## config.mk

```make
export PLATFORM = sky130hd
export DESIGN_NAME = pc_ctrl
export DESIGN_NICKNAME = d
export VERILOG_FILES = /design/src/rtl/pc_ctrl_pkg.sv /design/src/rtl/cond_eval.sv /design/src/rtl/pc_ctrl.sv
export SDC_FILE = /design/constraint.sdc
export NUM_CORES = 1
export LEC_CHECK = 0
export CAP_MARGIN = 15
export CORE_AREA = 2 2 62 64
export DETAILED_ROUTE_END_ITERATION = 6
export DIE_AREA = 0 0 64 66
export PLACE_DENSITY = 0.65
export SLEW_MARGIN = 0
export SYNTH_ARGS = -nofsm -noshare
export SYNTH_HDL_FRONTEND = slang
export SYNTH_HIERARCHICAL = 1
export SYNTH_SLANG_ARGS = --single-unit
```

## constraint.sdc

```tcl
create_clock -name clk -period 2.55 [get_ports clk]
set_clock_uncertainty 0.15 [all_clocks]
set_input_delay 0.255 -clock clk [delete_from_list [all_inputs] [get_ports clk]]
set_output_delay 0.255 -clock clk [all_outputs]
set_load 0.05 [all_outputs]
```

## src/rtl/pc_ctrl_pkg.sv

```systemverilog
`default_nettype none
// ============================================================================
// Module      : pc_ctrl_pkg
// Description : Shared constants for the program-counter sequencer.
//               Contents:
//               - FSM state encoding (2 bits).
//               - Opcode and extension fields.
//               - Condition codes.
//               - PSR flag bit positions.
//               - A helper that classifies memory instructions.
// Ports       : none (package)
// Revision    : 1.0 - initial release
// ============================================================================
package pc_ctrl_pkg;

  typedef enum logic [1:0] {
    S_FETCH  = 2'b00,
    S_DECODE = 2'b01,
    S_EXEC   = 2'b10,
    S_MEM    = 2'b11
  } state_t;

  // Instruction fields: ir[15:12] = op, ir[11:8] = cond/rdest,
  // ir[7:4] = ext, ir[3:0] = rsrc.
  localparam logic [3:0] OP_REG    = 4'b0000;  // register-register ALU class
  localparam logic [3:0] OP_SPEC   = 4'b0100;  // load/store/jump class
  localparam logic [3:0] OP_BCOND  = 4'b1100;
  localparam logic [3:0] OP_MOVI   = 4'b1101;
  localparam logic [3:0] OP_LUI    = 4'b1111;

  localparam logic [3:0] EXT_LOAD  = 4'b0000;
  localparam logic [3:0] EXT_STOR  = 4'b0100;
  localparam logic [3:0] EXT_JAL   = 4'b1000;
  localparam logic [3:0] EXT_JCOND = 4'b1100;
  localparam logic [3:0] EXT_MOV   = 4'b1101;  // MOV within OP_REG

  localparam logic [3:0] CC_EQ = 4'b0000;
  localparam logic [3:0] CC_NE = 4'b0001;
  localparam logic [3:0] CC_CS = 4'b0010;
  localparam logic [3:0] CC_CC = 4'b0011;
  localparam logic [3:0] CC_HI = 4'b0100;
  localparam logic [3:0] CC_LS = 4'b0101;
  localparam logic [3:0] CC_GT = 4'b0110;
  localparam logic [3:0] CC_LE = 4'b0111;
  localparam logic [3:0] CC_FS = 4'b1000;
  localparam logic [3:0] CC_FC = 4'b1001;
  localparam logic [3:0] CC_LO = 4'b1010;
  localparam logic [3:0] CC_HS = 4'b1011;
  localparam logic [3:0] CC_LT = 4'b1100;
  localparam logic [3:0] CC_GE = 4'b1101;
  localparam logic [3:0] CC_UC = 4'b1110;
  localparam logic [3:0] CC_NV = 4'b1111;

  // PSR layout {C,L,F,Z,N}
  localparam int FLAG_C = 4;
  localparam int FLAG_L = 3;
  localparam int FLAG_F = 2;
  localparam int FLAG_Z = 1;
  localparam int FLAG_N = 0;

  function automatic logic is_mem_op(input logic [3:0] op, input logic [3:0] ext);
    return (op == OP_SPEC) && ((ext == EXT_LOAD) || (ext == EXT_STOR));
  endfunction

endpackage
`default_nettype wire

```

## src/rtl/cond_eval.sv

```systemverilog
`default_nettype none
// ============================================================================
// Module      : cond_eval
// Description : Evaluates a 4-bit branch/jump condition against PSR flags.
//               Purely combinational.
// Ports       : cond      in  4  condition field from ir[11:8]
//               flags     in  5  PSR {C,L,F,Z,N}
//               cond_true out 1  condition holds
// Revision    : 1.0 - initial release
// ============================================================================
module cond_eval
  import pc_ctrl_pkg::*;
(
  input  logic [3:0] cond,
  input  logic [4:0] flags,
  output logic       cond_true
);

  always_comb begin
    cond_true = 1'b0;
    case (cond)
      CC_EQ:   cond_true =  flags[FLAG_Z];
      CC_NE:   cond_true = ~flags[FLAG_Z];
      CC_CS:   cond_true =  flags[FLAG_C];
      CC_CC:   cond_true = ~flags[FLAG_C];
      CC_HI:   cond_true =  flags[FLAG_L];
      CC_LS:   cond_true = ~flags[FLAG_L];
      CC_GT:   cond_true =  flags[FLAG_N];
      CC_LE:   cond_true = ~flags[FLAG_N];
      CC_FS:   cond_true =  flags[FLAG_F];
      CC_FC:   cond_true = ~flags[FLAG_F];
      CC_LO:   cond_true = ~flags[FLAG_L] & ~flags[FLAG_Z];
      CC_HS:   cond_true =  flags[FLAG_L] |  flags[FLAG_Z];
      CC_LT:   cond_true = ~flags[FLAG_N] & ~flags[FLAG_Z];
      CC_GE:   cond_true =  flags[FLAG_N] |  flags[FLAG_Z];
      CC_UC:   cond_true = 1'b1;
      CC_NV:   cond_true = 1'b0;
      default: cond_true = 1'b0;
    endcase
  end

endmodule
`default_nettype wire

```

## src/rtl/pc_ctrl.sv

```systemverilog
`default_nettype none
// ============================================================================
// Module      : pc_ctrl
// Description : Multi-cycle sequencer for the program counter. Fetches an
//               instruction over a req/ready handshake, decodes its class,
//               then either executes (ALU / branch / jump) or performs a
//               data-memory access, issuing exactly one pcEn per retired
//               instruction.
// Ports       : clk        in   1  clock, rising edge
//               rst        in   1  asynchronous reset, active low
//               run        in   1  permit a new fetch
//               imem_req   out  1  instruction fetch request
//               imem_ready in   1  instruction word valid
//               imem_data  in   DATAWIDTH instruction word
//               dmem_req   out  1  data access request
//               dmem_we    out  1  1 = store, 0 = load
//               dmem_ready in   1  data access complete
//               flags      in   5  PSR {C,L,F,Z,N}
//               ir         out  DATAWIDTH instruction register
//               irEn       out  1  IR load strobe
//               regWrEn    out  1  regfile write strobe
//               flagEn     out  1  PSR update strobe
//               pcEn       out  1  pc update strobe
//               branch     out  1  pc adds sign-extended displacement
//               jump       out  1  pc loads register target
// Revision    : 1.0 - initial release
// ============================================================================
module pc_ctrl
  import pc_ctrl_pkg::*;
#(
  parameter int DATAWIDTH = 16,
  parameter int IMMWIDTH  = 8
) (
  input  logic                 clk,
  input  logic                 rst,
  input  logic                 run,
  output logic                 imem_req,
  input  logic                 imem_ready,
  input  logic [DATAWIDTH-1:0] imem_data,
  output logic                 dmem_req,
  output logic                 dmem_we,
  input  logic                 dmem_ready,
  input  logic [4:0]           flags,
  output logic [DATAWIDTH-1:0] ir,
  output logic                 irEn,
  output logic                 regWrEn,
  output logic                 flagEn,
  output logic                 pcEn,
  output logic                 branch,
  output logic                 jump
);

  // The decode below uses fixed 16-bit field positions, and the displacement
  // must not reach into the condition/opcode fields.
  if (DATAWIDTH != 16 || IMMWIDTH > DATAWIDTH - 8) begin : g_param_check
    $error("pc_ctrl: unsupported DATAWIDTH/IMMWIDTH combination");
  end

  state_t                 r_state;
  state_t                 w_next;
  logic [DATAWIDTH-1:0]   r_ir;

  logic [3:0] w_op;
  logic [3:0] w_ext;
  logic       w_cond_true;
  logic       w_is_mem;
  logic       w_is_stor;
  logic       w_is_bcond;
  logic       w_is_jcond;
  logic       w_is_jal;
  logic       w_is_alu;
  logic       w_no_flags;

  logic w_imem_req;
  logic w_ir_en;
  logic w_dmem_req;
  logic w_dmem_we;
  logic w_reg_wr;
  logic w_flag_en;
  logic w_pc_en;
  logic w_branch;
  logic w_jump;

  assign w_op       = r_ir[15:12];
  assign w_ext      = r_ir[7:4];
  assign w_is_mem   = is_mem_op(w_op, w_ext);
  assign w_is_stor  = (w_op == OP_SPEC) && (w_ext == EXT_STOR);
  assign w_is_bcond = (w_op == OP_BCOND);
  assign w_is_jcond = (w_op == OP_SPEC) && (w_ext == EXT_JCOND);
  assign w_is_jal   = (w_op == OP_SPEC) && (w_ext == EXT_JAL);
  // Every opcode outside the special and Bcond groups is a register or
  // immediate ALU operation. Unlisted OP_SPEC extensions fall through as NOP.
  assign w_is_alu   = (w_op != OP_SPEC) && (w_op != OP_BCOND);
  // Moves only copy data; they leave the PSR untouched.
  assign w_no_flags = ((w_op == OP_REG) && (w_ext == EXT_MOV)) ||
                      (w_op == OP_MOVI) || (w_op == OP_LUI);

  cond_eval u_cond_eval (
    .cond      (r_ir[11:8]),
    .flags     (flags),
    .cond_true (w_cond_true)
  );

  always_ff @(posedge clk or negedge rst) begin
    if (!rst) begin
      r_state <= S_FETCH;
      r_ir    <= '0;
    end else begin
      r_state <= w_next;
      if (w_ir_en) begin
        r_ir <= imem_data;
      end
    end
  end

  always_comb begin
    w_next     = r_state;
    w_imem_req = 1'b0;
    w_ir_en    = 1'b0;
    w_dmem_req = 1'b0;
    w_dmem_we  = 1'b0;
    w_reg_wr   = 1'b0;
    w_flag_en  = 1'b0;
    w_pc_en    = 1'b0;
    w_branch   = 1'b0;
    w_jump     = 1'b0;
    case (r_state)
      S_FETCH: begin
        w_imem_req = run;
        if (run && imem_ready) begin
          w_ir_en = 1'b1;
          w_next  = S_DECODE;
        end
      end
      S_DECODE: begin
        w_next = w_is_mem ? S_MEM : S_EXEC;
      end
      S_EXEC: begin
        w_pc_en = 1'b1;
        w_next  = S_FETCH;
        if (w_is_bcond) begin
          w_branch = w_cond_true;
        end else if (w_is_jcond) begin
          w_jump = w_cond_true;
        end else if (w_is_jal) begin
          w_reg_wr = 1'b1;
          w_jump   = 1'b1;
        end else if (w_is_alu) begin
          w_reg_wr  = 1'b1;
          w_flag_en = ~w_no_flags;
        end
      end
      S_MEM: begin
        w_dmem_req = 1'b1;
        w_dmem_we  = w_is_stor;
        if (dmem_ready) begin
          w_reg_wr = ~w_is_stor;
          w_pc_en  = 1'b1;
          w_next   = S_FETCH;
        end
      end
      default: begin
        w_next = S_FETCH;
      end
    endcase
  end

  // Reset also masks the outputs combinationally so that a request in flight
  // (imem_req in FETCH, dmem_req in MEM) drops the moment rst goes low.
  assign imem_req = rst & w_imem_req;
  assign irEn     = rst & w_ir_en;
  assign dmem_req = rst & w_dmem_req;
  assign dmem_we  = rst & w_dmem_we;
  assign regWrEn  = rst & w_reg_wr;
  assign flagEn   = rst & w_flag_en;
  assign pcEn     = rst & w_pc_en;
  assign branch   = rst & w_branch;
  assign jump     = rst & w_jump;
  assign ir       = r_ir;

endmodule
`default_nettype wire

```

==> impl_results.md, run 1 <==
- Leakage power: 0.000749 uW
- Number of synthesized flops with an enable pin: 0
- Gpl congestion: 0.773
- VDD IR max: 597 uV
- Distinct cells, synth: 39
- Via count: 942
- Max cap viols: 0
- CP Launch Type: register
- DRT Pass-1 Iters: 2
- Hold buffer count at CTS: 0
- Clock Latency Late Sink: 0.28 ns
- Synth warn: 6
- Initial Utilization: 0.304
- Run status: finished with violations
- Number of non-filler instances in the completed layout: 199
- CP arrival: 2.21 ns
- #FFs+latches synth: 18
- Sink Count: 18
- Top-Level Pins: 51
- Worst-path clk slew: 0.10 ns
- Post-detail-place hpwl: 2070 um
- GRT overflow: 0
- Tmin final: 2.62 ns
- Gr usage total: 0.134
- Synth top area share: 0.417
- Post-route ant nets: 0
- Nets: 178
- Die area: 4220 um^2
- First-pass GRT wire length: 4510 um
- Asr flop ratio synth: 1.00
- Layout cell share with drive strength beyond 1: 0.377
- Setup ws final: -0.0692 ns
- Vias in the first global route: 1029
- Worst Setup End Kind: output port
- Post-Synthesis Cell Area: 1080 um^2
- Rows: 22
- Tcrit/Tclk final: 1.03
- Number of buffers created by CTS: 3
- Post-synthesis sequential area ratio: 0.417
- Peak Freq: 382 MHz
- Root buffer cell: clkbuf_4
- Dpl ws: -0.0503 ns
- Ranking of synthesized cells by area: dfrtp_1 42%, mux2_4 13%, mux2_2 7.3%, nand2b_1 2.9%, nor3b_2 2.3%
- Largest net degree at the start of global routing: 18
- Syn Nets: 117
- Initial antenna violation count: 0
- Avg Vias per Cell: 4.73
- Filler Cells Inserted: 303
- Drt wl/cell: 13.4 um
- H-tree depth: 1
- Core area: 3550 um^2
- Synthesized area per cell: 11.9 um^2
- ANT cells: 0
- Port Buffers: 50
- CTS tree: yes
- Hold crit path type: in2async
- Slew Limit Headroom: 0.661
- Failing checks: setup timing
- Cell taking the most area after synthesis: dfrtp_1
- # setup viols final: 1
- P&R area growth vs syn: 70.8%
- Die width: 64 um
- Post-synth top flop: dfrtp_1
- DRT iter0 DRCs: 6
- Hold Vio Cnt, Final: 0
- Power Density: 811 nW/um^2
- Reg2reg path depth: 3
- Worst slew pin tran: 0.507 ns
- RSZ-0062 raised after global routing: true
- Slew Viols, Final: 0
- Post-placement cell count: 188
- Syn Inst Count: 91
- Worst EP required: 2.14 ns
- Die height: 66 um
- Worst Path Max Fanout: 4
- DRT Wirelength: 2670 um
- Clock tree buffer depth: 2
- DRC violations left: 0
- Critical path class: reg2out
[synthesized netlist by cell type, drive strengths merged (2+ instances only)]
cell and count:
nand2b 5, dfrtp 18, and3 2, a21oi 2
mux2 16, mux2i 2, inv 2, nor3b 2
nor4 2, buf 3, o21ai 3, o31ai 2
nor3 3, and2 2, nand2 6
[what timing repair did]
item / in CTS / in global routing
gates resized for setup: 2 / 1
endpoints found under the hold margin: 0 / 0
endpoints found under the setup margin: 2 / 2
gates cloned: 0 / 0
buffers inserted: 5 / 2
pin swaps: 1 / 0
[worst paths after layout]
| check | from | end | slack (ns) |
|---|---|---|---|
| setup reg to reg | r_state[0] | ir[11] | 0.76 |
| min in group clk | ir[0] | ir[0] | 0.37 |
| hold / removal | rst | ir[4] | 0.17 |
| max in group asynchronous | rst | ir[9] | 1.90 |
| hold reg to reg | ir[0] | ir[0] | 0.37 |
| setup / recovery | ir[9] | jump | -0.07 |
[state kept, by name, summed over array words and instances (netlist names)]
| register | cells |
|---|---|
| ir | 16 |
| r_state | 2 |
[report_power, final]
group	switching (uW)	internal, uW
Combinational	472	392
Clock	80.4	86.8
Sequential	102	365
[critical path, cell delays in order (launching register included)]
cell and delay (ns):
dfrtp_2 0.43, or4b_1 0.51, o31ai_1 0.09, a211o_1 0.13, a221o_1 0.16, nand2b_1 0.12, nand3_2 0.09, nor4_4 0.21
buf_12 0.18
[metal layers]
layer  track usage  vias to the layer above  part of all wire  routed length (um)
li1              -                      461                 -                   -
met5             0                        -                 0                   0
met3        0.0324                        2             0.063                 168
met2         0.251                       28              0.51                1360
met1         0.152                      451              0.42                1130
met4        0.0326                        0            0.0037                  10
[layout make-up]
cell class / count / area [um^2] / area share
Sequential cell: 18 / 454 / 0.246
Timing Repair Buffer: 59 / 658 / 0.356
Multi-Input combinational cell: 68 / 631 / 0.341
Tap cell: 48 / 60.1 / 0.0325
Inverter: 2 / 7.51 / 0.00407
Clock buffer: 4 / 36.3 / 0.0196
[placed cells by master (no fill, tap or decap), drive strengths merged, types with 2 or more instances in the layout]
master         count
nor4               2
and3               2
o31ai              2
dfrtp             18
clkdlybuf4s50     41
mux2i              2
nand2              6
inv                2
nor3b              2
buf               18
nor3               3
a21oi              2
mux2              16
and2               2
nand2b             5
clkbuf             4
o21ai              3
[kinds of logic after synthesis]
| family | after synthesis | share of synthesized area |
|---|---|---|
| buffers and inverters | 5 | 0.0463 |
| and+or+nand+nor | 32 | 0.193 |
| AOI/OAI and AO/OA | 17 | 0.119 |
| xor gates and xnor gates | 1 | 0.00810 |
| muxes | 18 | 0.216 |
| DFF | 18 | 0.417 |
[through the flow]
| stage | hold slack, ns | TNS, ns | total power (uW) | cell area (um^2) | util |
|---|---|---|---|---|---|
| 6_report | 0.173 | -0.0692 | 1500 | 1850 | 0.520 |
| 2_1_floorplan | -0.191 | -0.206 | 1010 | 1120 | - |
| 5_1_grt | 0.166 | -0.282 | 1580 | 1850 | 0.520 |
| 4_1_cts | 0.171 | -0.0918 | 1490 | 1830 | 0.514 |
| 3_3_place_gp | 0.353 | 0 | 1270 | 1750 | 0.492 |
| 3_5_place_dp | 0.347 | -0.0503 | 1280 | 1750 | 0.492 |
No activity file was read; power rests on OpenSTA's default activity.
==> inputs of run 2 (changes only) <==
--- a/config.mk
+++ b/config.mk
@@ -6,9 +6,10 @@
 export NUM_CORES = 1
 export LEC_CHECK = 0
 export CAP_MARGIN = 15
-export CORE_AREA = 2 2 62 64
+export CORE_AREA = 8 8 68 70
+export CTS_CLUSTER_SIZE = 8
 export DETAILED_ROUTE_END_ITERATION = 6
-export DIE_AREA = 0 0 64 66
+export DIE_AREA = 0 0 76 78
 export PLACE_DENSITY = 0.65
 export SLEW_MARGIN = 0
 export SYNTH_ARGS = -nofsm -noshare
==> run 2 against run 1 <==
Against the previous run:
- the run still ends with setup timing left
- combinational power grew 3.0%
- fmax shrank 2.2%
- clock-buffer cell count is the same
- global-route usage shrank 2.6 points
- sequential share of layout area grew 0.084 points
- clock power shrank 15%
- flip-flop and latch count is the same
- wire length grew 17%
- critical endpoint unchanged
- highest routed layer unchanged
- worst hold slack lost 0.0049 ns
==> impl_results.md, run 2 (synthesis results as in run 1) <==
- Run status: finished with violations (unchanged)
- Failing checks: setup timing (unchanged)
- Tmin final: 2.68 ns (was 2.62 ns)
- P&R area growth vs syn: 70.3% (was 70.8%)
- Drt wl/cell: 15.7 um (was 13.4 um)
- Power Density: 814 nW/um^2 (was 811 nW/um^2)
- DRT Wirelength: 3130 um (was 2670 um)
- FF+latch area: 454 um^2 (unchanged)
- Sequential power share: 0.311 (was 0.312)
- DRT iter0 DRCs: 33 (was 6)
- Commonest cells after routing, fill and taps aside: 41 x clkdlybuf4s50_1, 15 x dfrtp_1, 9 x mux2_4, 9 x buf_12, 9 x buf_4 (unchanged)
- Post-detail-place hpwl: 2480 um (was 2070 um)
- WP buf/inv: 1 (unchanged)
- Max cap viols: 0 (unchanged)
- CTS tree: yes (unchanged)
- Initial antenna violation count: 0 (unchanged)
- Layout cell share with drive strength beyond 1: 0.377 (unchanged)
- VDD IR max: 562 uV (was 597 uV)
- Core area: 3550 um^2 (unchanged)
- Comb pwr share: 0.594 (was 0.577)
- Hold Vio Cnt, Final: 0 (unchanged)
- Pwr Total: 1500 uW (about the same)
- CP Launch Type: register (unchanged)
- Root buffer cell: clkbuf_4 (unchanged)
- Hold buffer count at CTS: 0 (unchanged)
- ANT cells: 0 (unchanged)
- Peak Freq: 373 MHz (was 382 MHz)
- First-pass GRT wire length: 5240 um (was 4510 um)
- Slew Viols, Final: 0 (unchanged)
- Worst path max stage delay: 0.54 ns (was 0.51 ns)
- Slew Limit Headroom: 0.658 (was 0.661)
- GRT overflow: 0 (unchanged)
- Clock Latency Late Sink: 0.28 ns (about the same)
- Tcrit/Tclk final: 1.05 (was 1.03)
- Post-placement cell count: 188 (unchanged)
- Leakage power: 0.000746 uW (was 0.000749 uW)
- DRT Pass-1 Iters: 4 (was 2)
- # setup viols final: 2 (was 1)
- Sink Count: 18 (unchanged)
- Die area: 5930 um^2 (was 4220 um^2)
- Number of non-filler instances in the completed layout: 199 (unchanged)
- Setup ws final: -0.128 ns (was -0.0692 ns)
- Most common cell after layout, fill and taps aside: clkdlybuf4s50_1 (unchanged)
- Min Hold Slack: 0.168 ns (was 0.173 ns)
- Final Instance Area: 1840 um^2 (was 1850 um^2)
- Number of buffers created by CTS: 3 (unchanged)
- Footprint of the multi-input gates: 634 um^2 (was 631 um^2)
- Internal power: 828 uW (was 844 uW)
- Die height: 78 um (was 66 um)
- CP arrival: 2.27 ns (was 2.21 ns)
- Worst Path Max Fanout: 4 (unchanged)
- Setup TNS: -0.220 ns (was -0.0692 ns)
- Gpl congestion: 0.796 (was 0.773)
- Top cell family by delay on the critical path: simple AND/OR/NAND/NOR gates (unchanged)
- Switch share: 0.448 (was 0.437)
- Rows: 22 (unchanged)
- Gr usage total: 0.108 (was 0.134)
- Post-route ant nets: 0 (unchanged)
- Largest register FFs: 16 (unchanged)
- Via count: 952 (was 942)
- Die width: 76 um (was 64 um)
- Avg Vias per Cell: 4.78 (was 4.73)
- Worst-path clk slew: 0.10 ns (about the same)
- Post-Place Cell Area: 1750 um^2 (unchanged)
- H-tree depth: 1 (unchanged)
- DRC violations left: 0 (unchanged)
- Filler Cells Inserted: 316 (was 303)
- Worst slew pin tran: 0.512 ns (was 0.507 ns)
- Largest net degree at the start of global routing: 18 (unchanged)
- Clock tree buffer depth: 2 (unchanged)
- Critical path class: reg2out (unchanged)
- Critical Path Slowest Stage Cell: or4b_4 (was or4b_1)
- Worst EP required: 2.14 ns (about the same)
- Hold crit path type: in2async (unchanged)
- CP cell instances: or4b_4 -> o31ai_2 -> a211o_1 -> a221o_1 -> nand2b_1 -> nand3_2 -> nor4_4 -> buf_12 (was or4b_1 -> o31ai_1 -> a211o_1 -> a221o_1 -> nand2b_1 -> nand3_2 -> nor4_4 -> buf_12)
- Vias in the first global route: 1044 (was 1029)
- Port Buffers: 50 (unchanged)
- Worst Setup End Kind: output port (unchanged)
- Initial Utilization: 0.304 (unchanged)
- Clock group share of total power: 0.095 (was 0.112)
- Psw: 671 uW (was 654 uW)
- Nets: 178 (unchanged)
- RSZ-0062 raised after global routing: true (unchanged)
- Top-Level Pins: 51 (unchanged)
run 2: area by class of cell:
cell class / instances / area share
inverters: 2 / 0.00408
well taps: 48 / 0.0326
clock buffers: 4 / 0.0143
repair buffers: 59 / 0.358
multi-input cells: 68 / 0.345
flip-flops and latches: 18 / 0.247
run 2: path summary, 6_finish.rpt:
path / slack [ns] / start / depth (start not counted) / end
min in group clk: 0.39 / ir[3] / 1 / ir[3]
setup reg to reg: 0.75 / r_state[0] / 3 / ir[9]
hold / removal: 0.17 / rst / 2 / ir[15]
setup / recovery: -0.13 / ir[9] / 8 / jump
hold reg to reg: 0.39 / ir[3] / 1 / ir[3]
max in group asynchronous: 1.92 / rst / 2 / ir[9]
run 2: through the flow:
step	utilization	setup slack [ns]
after global routing	0.518	-0.213
after CTS	0.518	-0.125
after global placement	0.492	0.00415
after detailed placement	0.492	-0.0817
final	0.518	-0.128
after floorplan	-	-0.138
run 2: routing by layer:
| layer | track usage | routed length [um] | vias to the layer above |
|---|---|---|---|
| met4 | 0.0412 | 36 | 0 |
| met1 | 0.127 | 1330 | 455 |
| li1 | - | - | 461 |
| met2 | 0.176 | 1530 | 32 |
| met5 | 0 | 0 | - |
| met3 | 0.0403 | 235 | 4 |
run 2: power by group through the flow:
stage	Clock, uW	Combinational, uW	Sequential, uW
floorplan	0	298	714
global placement	0	797	482
detailed placement	0	807	490
CTS	148	895	467
global route	169	932	485
finish	142	890	467
run 2: worst reg2reg max path, cell delays in order, from the launching register on:
cell and delay, ns:
dfrtp_1 0.54, nor3b_2 0.28, and2_4 0.35, mux2_2 0.38
run 2: timing repair:
| item | CTS | global route |
|---|---|---|
| endpoints found under the setup margin | 2 | 2 |
| pin swaps | 1 | 0 |
| gates cloned | 0 | 0 |
| buffers inserted | 7 | 0 |
| resized for setup | 4 | 0 |
==> inputs of run 3 (changes only) <==
--- a/config.mk
+++ b/config.mk
@@ -7,6 +7,7 @@
 export LEC_CHECK = 0
 export CAP_MARGIN = 15
 export CORE_AREA = 8 8 68 70
+export CTS_CLUSTER_DIAMETER = 200
 export CTS_CLUSTER_SIZE = 8
 export DETAILED_ROUTE_END_ITERATION = 6
 export DIE_AREA = 0 0 76 78
==> constraint.sdc (replaced) <==
create_clock -name clk -period 2.55 [get_ports clk]
set_clock_uncertainty 0.15 [all_clocks]
set_input_delay 0.51 -clock clk [delete_from_list [all_inputs] [get_ports clk]]
set_output_delay 0.51 -clock clk [all_outputs]
set_load 0.05 [all_outputs]
==> run 3 against run 2 <==
Against the previous run:
- the flow still finishes with violations (setup timing)
- clock power rose by 18%
- utilization up 2.9 points
- sequential power rose by 0.9%
- final cell count increased by 2.0%
- cell area increased by 5.5%
- worst hold slack better by 0.11 ns
- die area unchanged
- combinational power up 8.4%
- first-iteration DRC count is 6.1% higher
- clock-buffer cell count unchanged
- critical path depth grew 1
- non-clock buffer count up 4
- critical endpoint unchanged
- largest power group unchanged
- highest routed layer unchanged
==> impl_results.md, run 3 (synthesis results as in run 1) <==
- Top-Level Pins: 51 (unchanged)
- R2R Path End: ir[5] (was ir[9])
- Vias in the first global route: 1072 (was 1044)
- Sink Count: 18 (unchanged)
- Hold crit path type: in2async (unchanged)
- CP arrival: 2.20 ns (was 2.27 ns)
- Critical Path Slowest Stage Cell: a221o_1 (was or4b_4)
- Most common cell after layout, fill and taps aside: clkdlybuf4s50_1 (unchanged)
- Post-placement cell count: 195 (was 188)
- Clock Latency Late Sink: 0.28 ns (about the same)
- Worst Setup End Kind: output port (unchanged)
- First-pass GRT wire length: 5200 um (was 5240 um)
- DRT iter0 DRCs: 35 (was 33)
- Gpl congestion: 0.792 (was 0.796)
- Worst-path clk slew: 0.10 ns (about the same)
- CP cell instances: dlygate4sd2_1 -> nor3b_4 -> o31ai_4 -> a211o_1 -> a221o_1 -> nand2b_4 -> nand3_4 -> nor4_4 -> buf_12 (was or4b_4 -> o31ai_2 -> a211o_1 -> a221o_1 -> nand2b_1 -> nand3_2 -> nor4_4 -> buf_12)
- H-tree depth: 1 (unchanged)
- Top cell family by delay on the critical path: compound AO/OA/AOI/OAI gates (was simple AND/OR/NAND/NOR gates)
- Hold Vio Cnt, Final: 0 (unchanged)
- Setup ws final: -0.311 ns (was -0.128 ns)
- Clock tree buffer depth: 2 (unchanged)
- # setup viols final: 2 (unchanged)
- Critical path class: in2out (was reg2out)
- WP buf/inv: 2 (was 1)
- Worst R2R Start: r_state[0] (unchanged)
- Leakage power: 0.000807 uW (was 0.000746 uW)
- Reg2Reg Setup Slack: 0.74 ns (was 0.75 ns)
- Nets: 182 (was 178)
- Run status: finished with violations (unchanged)
- Slew Viols, Final: 0 (unchanged)
- DRT Pass-1 Iters: 4 (unchanged)
- Drt wl/cell: 15.4 um (was 15.7 um)
- Tmin final: 2.86 ns (was 2.68 ns)
- Failing checks: setup timing (unchanged)
- Layout cell share with drive strength beyond 1: 0.452 (was 0.377)
- CP Launch Type: primary input (was register)
- Largest net degree at the start of global routing: 19 (was 18)
- Worst slew pin tran: 0.515 ns (was 0.512 ns)
- P&R area growth vs syn: 79.6% (was 70.3%)
- DRC violations left: 0 (unchanged)
- Via count: 962 (was 952)
- Max cap viols: 0 (unchanged)
- Worst EP required: 1.89 ns (was 2.14 ns)
- CTS tree: yes (unchanged)
- ANT cells: 0 (unchanged)
- Power Density: 826 nW/um^2 (was 814 nW/um^2)
- Reg2reg path depth: 3 (unchanged)
- Number of non-filler instances in the completed layout: 203 (was 199)
- Initial Utilization: 0.304 (unchanged)
- DRT Wirelength: 3130 um (about the same)
- Worst Path Max Fanout: 6 (was 4)
- Slew Limit Headroom: 0.655 (was 0.658)
- Die area: 5930 um^2 (unchanged)
- Core area: 3550 um^2 (unchanged)
- Post-detail-place hpwl: 2520 um (was 2480 um)
- Largest register FFs: 16 (unchanged)
- Rows: 22 (unchanged)
- Dpl ws: -0.572 ns (was -0.0817 ns)
- Initial antenna violation count: 0 (unchanged)
- Die height: 78 um (unchanged)
- Final core area utilization: 0.547 (was 0.518)
- Port Buffers: 50 (unchanged)
- Root buffer cell: clkbuf_4 (unchanged)
- Tcrit/Tclk final: 1.12 (was 1.05)
- Post-route ant nets: 0 (unchanged)
- Avg Vias per Cell: 4.74 (was 4.78)
- Worst path max stage delay: 0.34 ns (was 0.54 ns)
- Number of buffers created by CTS: 3 (unchanged)
- Pwr Total: 1600 uW (was 1500 uW)
- GRT overflow: 0 (unchanged)
- Gr usage total: 0.106 (was 0.108)
- Peak Freq: 350 MHz (was 373 MHz)
- RSZ-0062 raised after global routing: true (unchanged)
- Die width: 76 um (unchanged)
- Commonest cells after routing, fill and taps aside: 38 x clkdlybuf4s50_1, 14 x dfrtp_1, 13 x buf_4, 9 x mux2_4, 9 x buf_12 (was 41 x clkdlybuf4s50_1, 15 x dfrtp_1, 9 x mux2_4, 9 x buf_12, 9 x buf_4)
- VDD IR max: 535 uV (was 562 uV)
-- run 3: cell count changes in the layout (fill, tap and decap cells not counted), sizes merged --
cell           change
dlygate4sd2        +3
buf                +4
clkdlybuf4s50      -3
-- run 3: worst max-delay path by stage --
stage,start,end,slack [ns],cells after the start
finish,flags[1],jump,-0.31,9
global route,ir[9],jump,-0.45,8
CTS,ir[9],jump,-0.33,8
global placement,flags[2],jump,-0.53,9
detailed placement,flags[2],jump,-0.57,9
floorplan,ir[8],jump,-0.45,8
-- run 3: per-stage QoR --
| step | instance area, um^2 | TNS [ns] | hold WS [ns] |
|---|---|---|---|
| 5_1_grt | 1940 | -0.872 | 0.268 |
| 4_1_cts | 1910 | -0.634 | 0.272 |
| 3_3_place_gp | 1810 | -0.978 | 0.352 |
| 2_1_floorplan | 1140 | -0.702 | 0.0644 |
| 6_report | 1940 | -0.598 | 0.278 |
| 3_5_place_dp | 1810 | -1.06 | 0.354 |
-- run 3: cell type report --
| class | count | area, um^2 |
|---|---|---|
| Clock buffer | 4 | 36.3 |
| Fill cell | 337 | 1610 |
| Inverter | 2 | 7.51 |
| Multi-Input combinational cell | 68 | 698 |
| Sequential cell | 18 | 455 |
| Tap cell | 48 | 60.1 |
| Timing Repair Buffer | 63 | 684 |
-- run 3: metal layers --
metal,wire length (um),global-route usage,vias to the layer above,share of wire
met2,1450,0.164,33,0.46
met3,321,0.0541,2,0.10
met5,0,0,-,0
met1,1340,0.124,454,0.43
li1,-,-,473,-
met4,14,0.0353,0,0.0045
-- run 3: worst reg2reg max path, delay by kind of cell (launching register included) --
family           cells  cell delay, ns
flip-flops           1            0.52
multiplexers         1            0.39
AND/OR/NAND/NOR      2            0.64
-- run 3: power by group --
group          switching, uW  total (uW)  leakage [uW]  internal, uW
Sequential               105         471      0.000210           366
Clock                   79.8         167     0.0000210          86.8
Combinational            524         965      0.000576           442
Total                    709        1600      0.000807           894
-- run 3: what timing repair did --
item	CTS	global route
setup buffers	1	3
hold buffers	0	0
pin swaps	4	0
resized for setup	14	5
setup endpoints to repair	3	3
